==> config.mk <==
export PLATFORM = sky130hd
export DESIGN_NAME = systolic_pe_ws
export DESIGN_NICKNAME = d
export VERILOG_FILES = /design/src/rtl/systolic_pe_ws.sv
export SDC_FILE = /design/constraint.sdc
export NUM_CORES = 1
export LEC_CHECK = 0
export CAP_MARGIN = 20
export CORE_ASPECT_RATIO = 0.9
export CORE_MARGIN = 2
export CORE_UTILIZATION = 55
export CTS_CLUSTER_DIAMETER = 80
export DETAILED_ROUTE_END_ITERATION = 10
export PLACE_DENSITY = 0.87
export SYNTH_ARGS = -nofsm -noshare
export SYNTH_HDL_FRONTEND = slang
export SYNTH_SLANG_ARGS = --single-unit
export TNS_END_PERCENT = 50
==> constraint.sdc <==
create_clock -name clk -period 5.3 [get_ports clk]
set_input_delay 0.795 -clock clk [delete_from_list [all_inputs] [get_ports clk]]
set_output_delay 0.795 -clock clk [all_outputs]
set_load 0.01 [all_outputs]
==> src/rtl/systolic_pe_ws.sv <==
// Weight-stationary systolic PE: double-buffered weight (shadow shift chain + active),
// one registered MAC per cycle with optional saturation and a sticky overflow flag.
module systolic_pe_ws #(
    parameter int DATA_WIDTH = 8,
    parameter int ACC_WIDTH  = 20,
    parameter int SIGNED     = 0,
    parameter int SATURATE   = 1
) (
    input  logic                  clk,
    input  logic                  rstn,
    input  logic                  w_load_valid,
    input  logic [DATA_WIDTH-1:0] w_load_data,
    input  logic                  w_swap,
    output logic                  w_out_valid,
    output logic [DATA_WIDTH-1:0] w_out_data,
    input  logic                  a_in_valid,
    input  logic [DATA_WIDTH-1:0] a_in_data,
    input  logic [ACC_WIDTH-1:0]  ps_in,
    output logic                  a_out_valid,
    output logic [DATA_WIDTH-1:0] a_out_data,
    output logic                  ps_out_valid,
    output logic [ACC_WIDTH-1:0]  ps_out,
    output logic                  shadow_full,
    output logic                  ovf,
    input  logic                  clr_ovf
);

    localparam int PW = 2 * DATA_WIDTH;
    localparam int SW = ACC_WIDTH + 1;

    localparam logic [ACC_WIDTH-1:0] UMAX = {ACC_WIDTH{1'b1}};
    localparam logic [ACC_WIDTH-1:0] SMAX = {1'b0, {(ACC_WIDTH-1){1'b1}}};
    localparam logic [ACC_WIDTH-1:0] SMIN = {1'b1, {(ACC_WIDTH-1){1'b0}}};

    logic                  sgn;
    assign sgn = (SIGNED != 0);

    logic [DATA_WIDTH-1:0] shadow_q, shadow_d;
    logic [DATA_WIDTH-1:0] active_q, active_d;
    logic                  shadow_full_q, shadow_full_d;
    logic                  w_out_valid_q;
    logic [DATA_WIDTH-1:0] w_out_data_q, w_out_data_d;
    logic                  a_out_valid_q;
    logic [DATA_WIDTH-1:0] a_out_data_q, a_out_data_d;
    logic                  ps_out_valid_q;
    logic [ACC_WIDTH-1:0]  ps_out_q, ps_out_d;
    logic                  ovf_q, ovf_d;

    logic [PW-1:0]         a_ext, w_ext, prod;
    logic [SW-1:0]         prod_ext, ps_ext, sum;
    logic                  ovf_now;
    logic                  swap_en;
    logic [ACC_WIDTH-1:0]  sat_val, mac_res;

    // Both operands are widened to the product width first, so one multiplier
    // yields the correct low 2*DATA_WIDTH bits for signed and unsigned modes.
    always_comb begin
        a_ext    = {{DATA_WIDTH{sgn & a_in_data[DATA_WIDTH-1]}}, a_in_data};
        w_ext    = {{DATA_WIDTH{sgn & active_q[DATA_WIDTH-1]}}, active_q};
        prod     = a_ext * w_ext;
        prod_ext = {{(SW-PW){sgn & prod[PW-1]}}, prod};
        ps_ext   = {sgn & ps_in[ACC_WIDTH-1], ps_in};
        sum      = prod_ext + ps_ext;
    end

    // One guard bit is enough: the product magnitude never exceeds half the accumulator range.
    always_comb begin
        if (sgn) begin
            ovf_now = sum[SW-1] ^ sum[SW-2];
            sat_val = sum[SW-1] ? SMIN : SMAX;
        end else begin
            ovf_now = sum[SW-1];
            sat_val = UMAX;
        end
        if (ovf_now && (SATURATE != 0)) mac_res = sat_val;
        else                            mac_res = sum[ACC_WIDTH-1:0];
    end

    // NOTE: every next-state signal gets a hold default before any condition,
    // so no path leaves it unassigned and no latch is inferred.
    always_comb begin
        swap_en       = w_swap & shadow_full_q;
        shadow_d      = shadow_q;
        active_d      = active_q;
        shadow_full_d = shadow_full_q;
        w_out_data_d  = w_out_data_q;
        a_out_data_d  = a_out_data_q;
        ps_out_d      = ps_out_q;
        ovf_d         = ovf_q;

        if (swap_en) begin
            active_d      = shadow_q;
            shadow_full_d = 1'b0;
        end
        if (w_load_valid) begin
            shadow_d      = w_load_data;
            w_out_data_d  = shadow_q;
            shadow_full_d = 1'b1;
        end

        if (clr_ovf) ovf_d = 1'b0;
        if (a_in_valid) begin
            a_out_data_d = a_in_data;
            ps_out_d     = mac_res;
            if (ovf_now) ovf_d = 1'b1;
        end
    end

    // NOTE: state is updated with non-blocking assignments so every register
    // samples the pre-edge values, regardless of statement order.
    always_ff @(posedge clk or negedge rstn) begin
        if (!rstn) begin
            shadow_q       <= '0;
            active_q       <= '0;
            shadow_full_q  <= 1'b0;
            w_out_valid_q  <= 1'b0;
            w_out_data_q   <= '0;
            a_out_valid_q  <= 1'b0;
            a_out_data_q   <= '0;
            ps_out_valid_q <= 1'b0;
            ps_out_q       <= '0;
            ovf_q          <= 1'b0;
        end else begin
            shadow_q       <= shadow_d;
            active_q       <= active_d;
            shadow_full_q  <= shadow_full_d;
            w_out_valid_q  <= w_load_valid;
            w_out_data_q   <= w_out_data_d;
            a_out_valid_q  <= a_in_valid;
            a_out_data_q   <= a_out_data_d;
            ps_out_valid_q <= a_in_valid;
            ps_out_q       <= ps_out_d;
            ovf_q          <= ovf_d;
        end
    end

    assign w_out_valid  = w_out_valid_q;
    assign w_out_data   = w_out_data_q;
    assign a_out_valid  = a_out_valid_q;
    assign a_out_data   = a_out_data_q;
    assign ps_out_valid = ps_out_valid_q;
    assign ps_out       = ps_out_q;
    assign shadow_full  = shadow_full_q;
    assign ovf          = ovf_q;

endmodule

==> summary by stage <==
Run status
The flow ran to the end, and the final reports show no timing, DRC or antenna violations.

Setup path
The worst setup path is launched from an input pin. STA classifies the critical path endpoint as a flip-flop. The critical path data arrival time is 5.31 ns. The data required time at the worst endpoint is 5.54 ns. The peak fanout along the critical path is 7. The path type of the worst setup path is in2reg. Measured in cells, the most critical reg-to-reg path has a length of 15.

Die
The count of pins on the block boundary is 83. The number of placement rows is 32. The die covers approximately 9800 um^2.

The initial cell density of the core is 57.23%. The die height is 94.00 um. In this run the horizontal extent of the chip is between 100 and 150 um.

In this run the standard cell core region covers 8648 um^2.

Global route
Across every metal layer, demand over resource in global routing totals between 20% and 30%. For this run the aggregate overflow at the end of global routing stands at 0. The number of antenna violations at the first check in global routing is 0. The first global-routing pass estimated roughly 18,000 um of wire. The pin count of the biggest net entering global routing is 57. The number of global-route vias before repair came to 4,013.

Final layout
The area added between synthesis and finish is 26.37%. The count of cells in the finished layout, fillers not included, comes to about 740. Of the cells placed in the final design, the portion with a size suffix greater than 1 is roughly 15%. In the layout the commonest cells are 104 x inv_1, 75 x clkdlybuf4s50_1, 56 x dfrtp_1, 50 x fa_1, 41 x ha_1.

The leading cell type in the layout, fill and taps excluded is inv_1. The number of antenna diodes is 0. The final layout net count is 752. At the end of the flow the core is filled with cells to between 70% and 80%.

STA
The worst slew slack as a fraction of its limit is 50.94%. Dividing the final minimum period by the clock period gives 95.49%. The count of pins over their slew limit came to 0.

The transition time of the tightest slew-check pin is roughly 0.73 ns. Based on the critical path, the design can be clocked at up to 197.6 MHz. Setup repair after global routing left no endpoint under its margin. After layout, the minimum clock period comes to 5.061 ns.

Setup violations remaining at the end of the flow were counted as 0. The worst clock skew on the final layout is between 0.007 and 0.008 ns. The count of final hold-check violations is 0.

Yosys
In this run, distinct cell masters in the synthesized netlist total 44. The per-instance average area after synthesis is 9.782 um^2. The number of flops mapped to enable cells by yosys is 0. The async set or reset register ratio after synthesis is 100.0%. In this run, synthesis produced a sequential element count of 56. Yosys printed 0 warnings. Sequential cells were found to cover ~28% of the synthesized design area. The cell area that synthesis handed to floorplanning was approximately 4900 um^2. The number of nets produced by synthesis is roughly 640. Synthesis handed over a netlist of a little over 500 instances. The most frequently used flop master after synthesis is dfrtp_1.

Placement
The HPWL after detailed placement is 8537 um. At the end of routability-driven placement, the weighted congestion stood at 0.9805. The count of input and output buffers is slightly above 80.

In this run, placement finished with an instance count of 730.

Flow run
The number of maximum-capacitance constraint violations is 0.

Routing
The starting DRC count in detailed routing is roughly 120. For this block, the routed nets add up to 10,510 um of wire. The count of TritonRoute iterations in the first routing pass is 4. The routed layout has 3,908 vias.

In the routed layout, each cell is associated on average with a via count of 5.288. In the final routed layout, each cell accounts on average for 14.23 um. The post-route DRC violation count is 0. The post-detailed-route count of antenna-violating nets is 0.

Min path
Along the worst hold path, the cell count comes to 1. The kind of path behind the tightest hold check is reg2reg.

Clock tree
The tree is rooted in a clkbuf_8. The number of buffers created by CTS is 5. In this run the deepest clock path goes through 2 buffers.

For this design, the CTS-stage hold fixing added 0 buffers. The TritonCTS clock tree is done. Clock-pin slew was measured on the worst setup and hold paths at 0.10 ns. The total number of clock tree sinks is 56.

The number of H-tree levels is 2. The clock latency reported for the late side of the worst-skew pair is 0.32 ns.

Power and ir drop
For this design the ratio of total power to cell area is 681.7 nW/um^2. The leakage power is 3.052 nW. The worst-case IR drop observed on VDD is 580.9 uV.
==> cells in the mapped netlist, types with 5 or more instances <==
cell type  instances  area [um^2]
xor2_1             6        52.55
mux2_2            32        360.4
fa_1              50         1001
ha_1              41        513.0
nand2_1           40        150.1
nor2_1            31        116.4
dfrtp_1           56         1401
o211ai_1           5        37.54
and2_1            37        231.5
a21oi_1           23        115.1
inv_1            104        390.4
o21ai_0            8        40.04
clkbuf_1          11        41.29
a31oi_1           12        75.07
==> what timing repair did <==
action,in CTS,in global routing
pin swaps,0,2
setup endpoints to repair,2,21
buffers inserted,0,1
gates resized for setup,2,6
==> worst max-delay path, stage by stage <==
cell,delay [ns]
clkdlybuf4s50_1,0.64
nand2_1,0.11
fa_1,0.49
inv_1,0.05
fa_1,0.40
fa_1,0.52
inv_1,0.05
fa_1,0.54
inv_1,0.05
ha_1,0.31
nand4_2,0.16
o32ai_2,0.33
a21oi_2,0.12
buf_4,0.16
nor3b_1,0.12
or3_1,0.32
a21oi_1,0.14
==> layout make-up <==
type	instances	area [um^2]
multi-input combinational	332	3109
fill	638	2394
sequential	56	1401
timing repair buffer	120	1112
inverter	104	390.4
tap	119	148.9
clock buffer	5	68.82
clock inverter	3	23.77
==> metal layers <==
layer / GRT usage (%) / vias up / part of all wire, %
met5: 0 / - / 0
met3: 2.843 / 17 / 4.0
met1: 30.35 / 1954 / 43
li1: - / 1838 / -
met4: 7.658 / 0 / 2.0
met2: 39.42 / 99 / 51
==> power by group <==
group          total [mW]  switching [mW]  internal [mW]
sequential          0.629          0.0844          0.545
clock               0.242           0.148         0.0940
combinational        3.39            1.75           1.65
total                4.26            1.98           2.29
==> final timing paths <==
check	startpoint	end	slack, ns
max reg2reg	active_q[5]$_DFFE_PN0P_	ps_out[18]$_DFFE_PN0P_	0.67
min reg2reg	w_out_data[3]$_DFFE_PN0P_	w_out_data[3]$_DFFE_PN0P_	0.52
min	w_out_data[3]$_DFFE_PN0P_	w_out_data[3]$_DFFE_PN0P_	0.52
max in group asynchronous	rstn	active_q[4]$_DFFE_PN0P_	4.21
max	a_in_data[7]	ps_out[18]$_DFFE_PN0P_	0.24
min in group asynchronous	rstn	ps_out[17]$_DFFE_PN0P_	0.58
==> state kept, by name, indices dropped and copies added (netlist names) <==
| signal | count |
|---|---|
| a_out_data | 8 |
| active_q | 8 |
| ovf | 1 |
| ps_out | 20 |
| ps_out_valid | 1 |
| shadow_full | 1 |
| shadow_q | 8 |
| w_out_data | 8 |
| w_out_valid | 1 |
==> cells by family (layout without fill, tap and decap cells) <==
group                      after synthesis  after routing  synth area share (%)
adders and majority gates               91             91                 30.59
and+or+nand+nor                        127            127                 12.54
AOI/OAI and AO/OA                       70             70                 10.01
xor gates and xnor gates                 9              9                 1.593
DFF                                     56             56                 28.31
buffers and inverters                  118            232                 9.075
muxes                                   35             35                 7.887
==> metrics by stage <==
| step | power [mW] | TNS (ns) | instance area (um^2) | hold WS [ns] | worst slack, ns |
|---|---|---|---|---|---|
| after floorplan | 2.772 | 0 | 4950 | 0.4936 | 0.3792 |
| after global placement | 3.829 | -2.998 | 6133 | 0.4845 | -0.2058 |
| after detailed placement | 3.954 | -5.528 | 6133 | 0.4951 | -0.3348 |
| after CTS | 4.233 | 0 | 6230 | 0.5188 | 0.02190 |
| after global routing | 4.669 | 0 | 6255 | 0.5338 | 0.01436 |
| final | 4.264 | 0 | 6255 | 0.5166 | 0.2390 |
No activity file was read; power rests on OpenSTA's default activity.
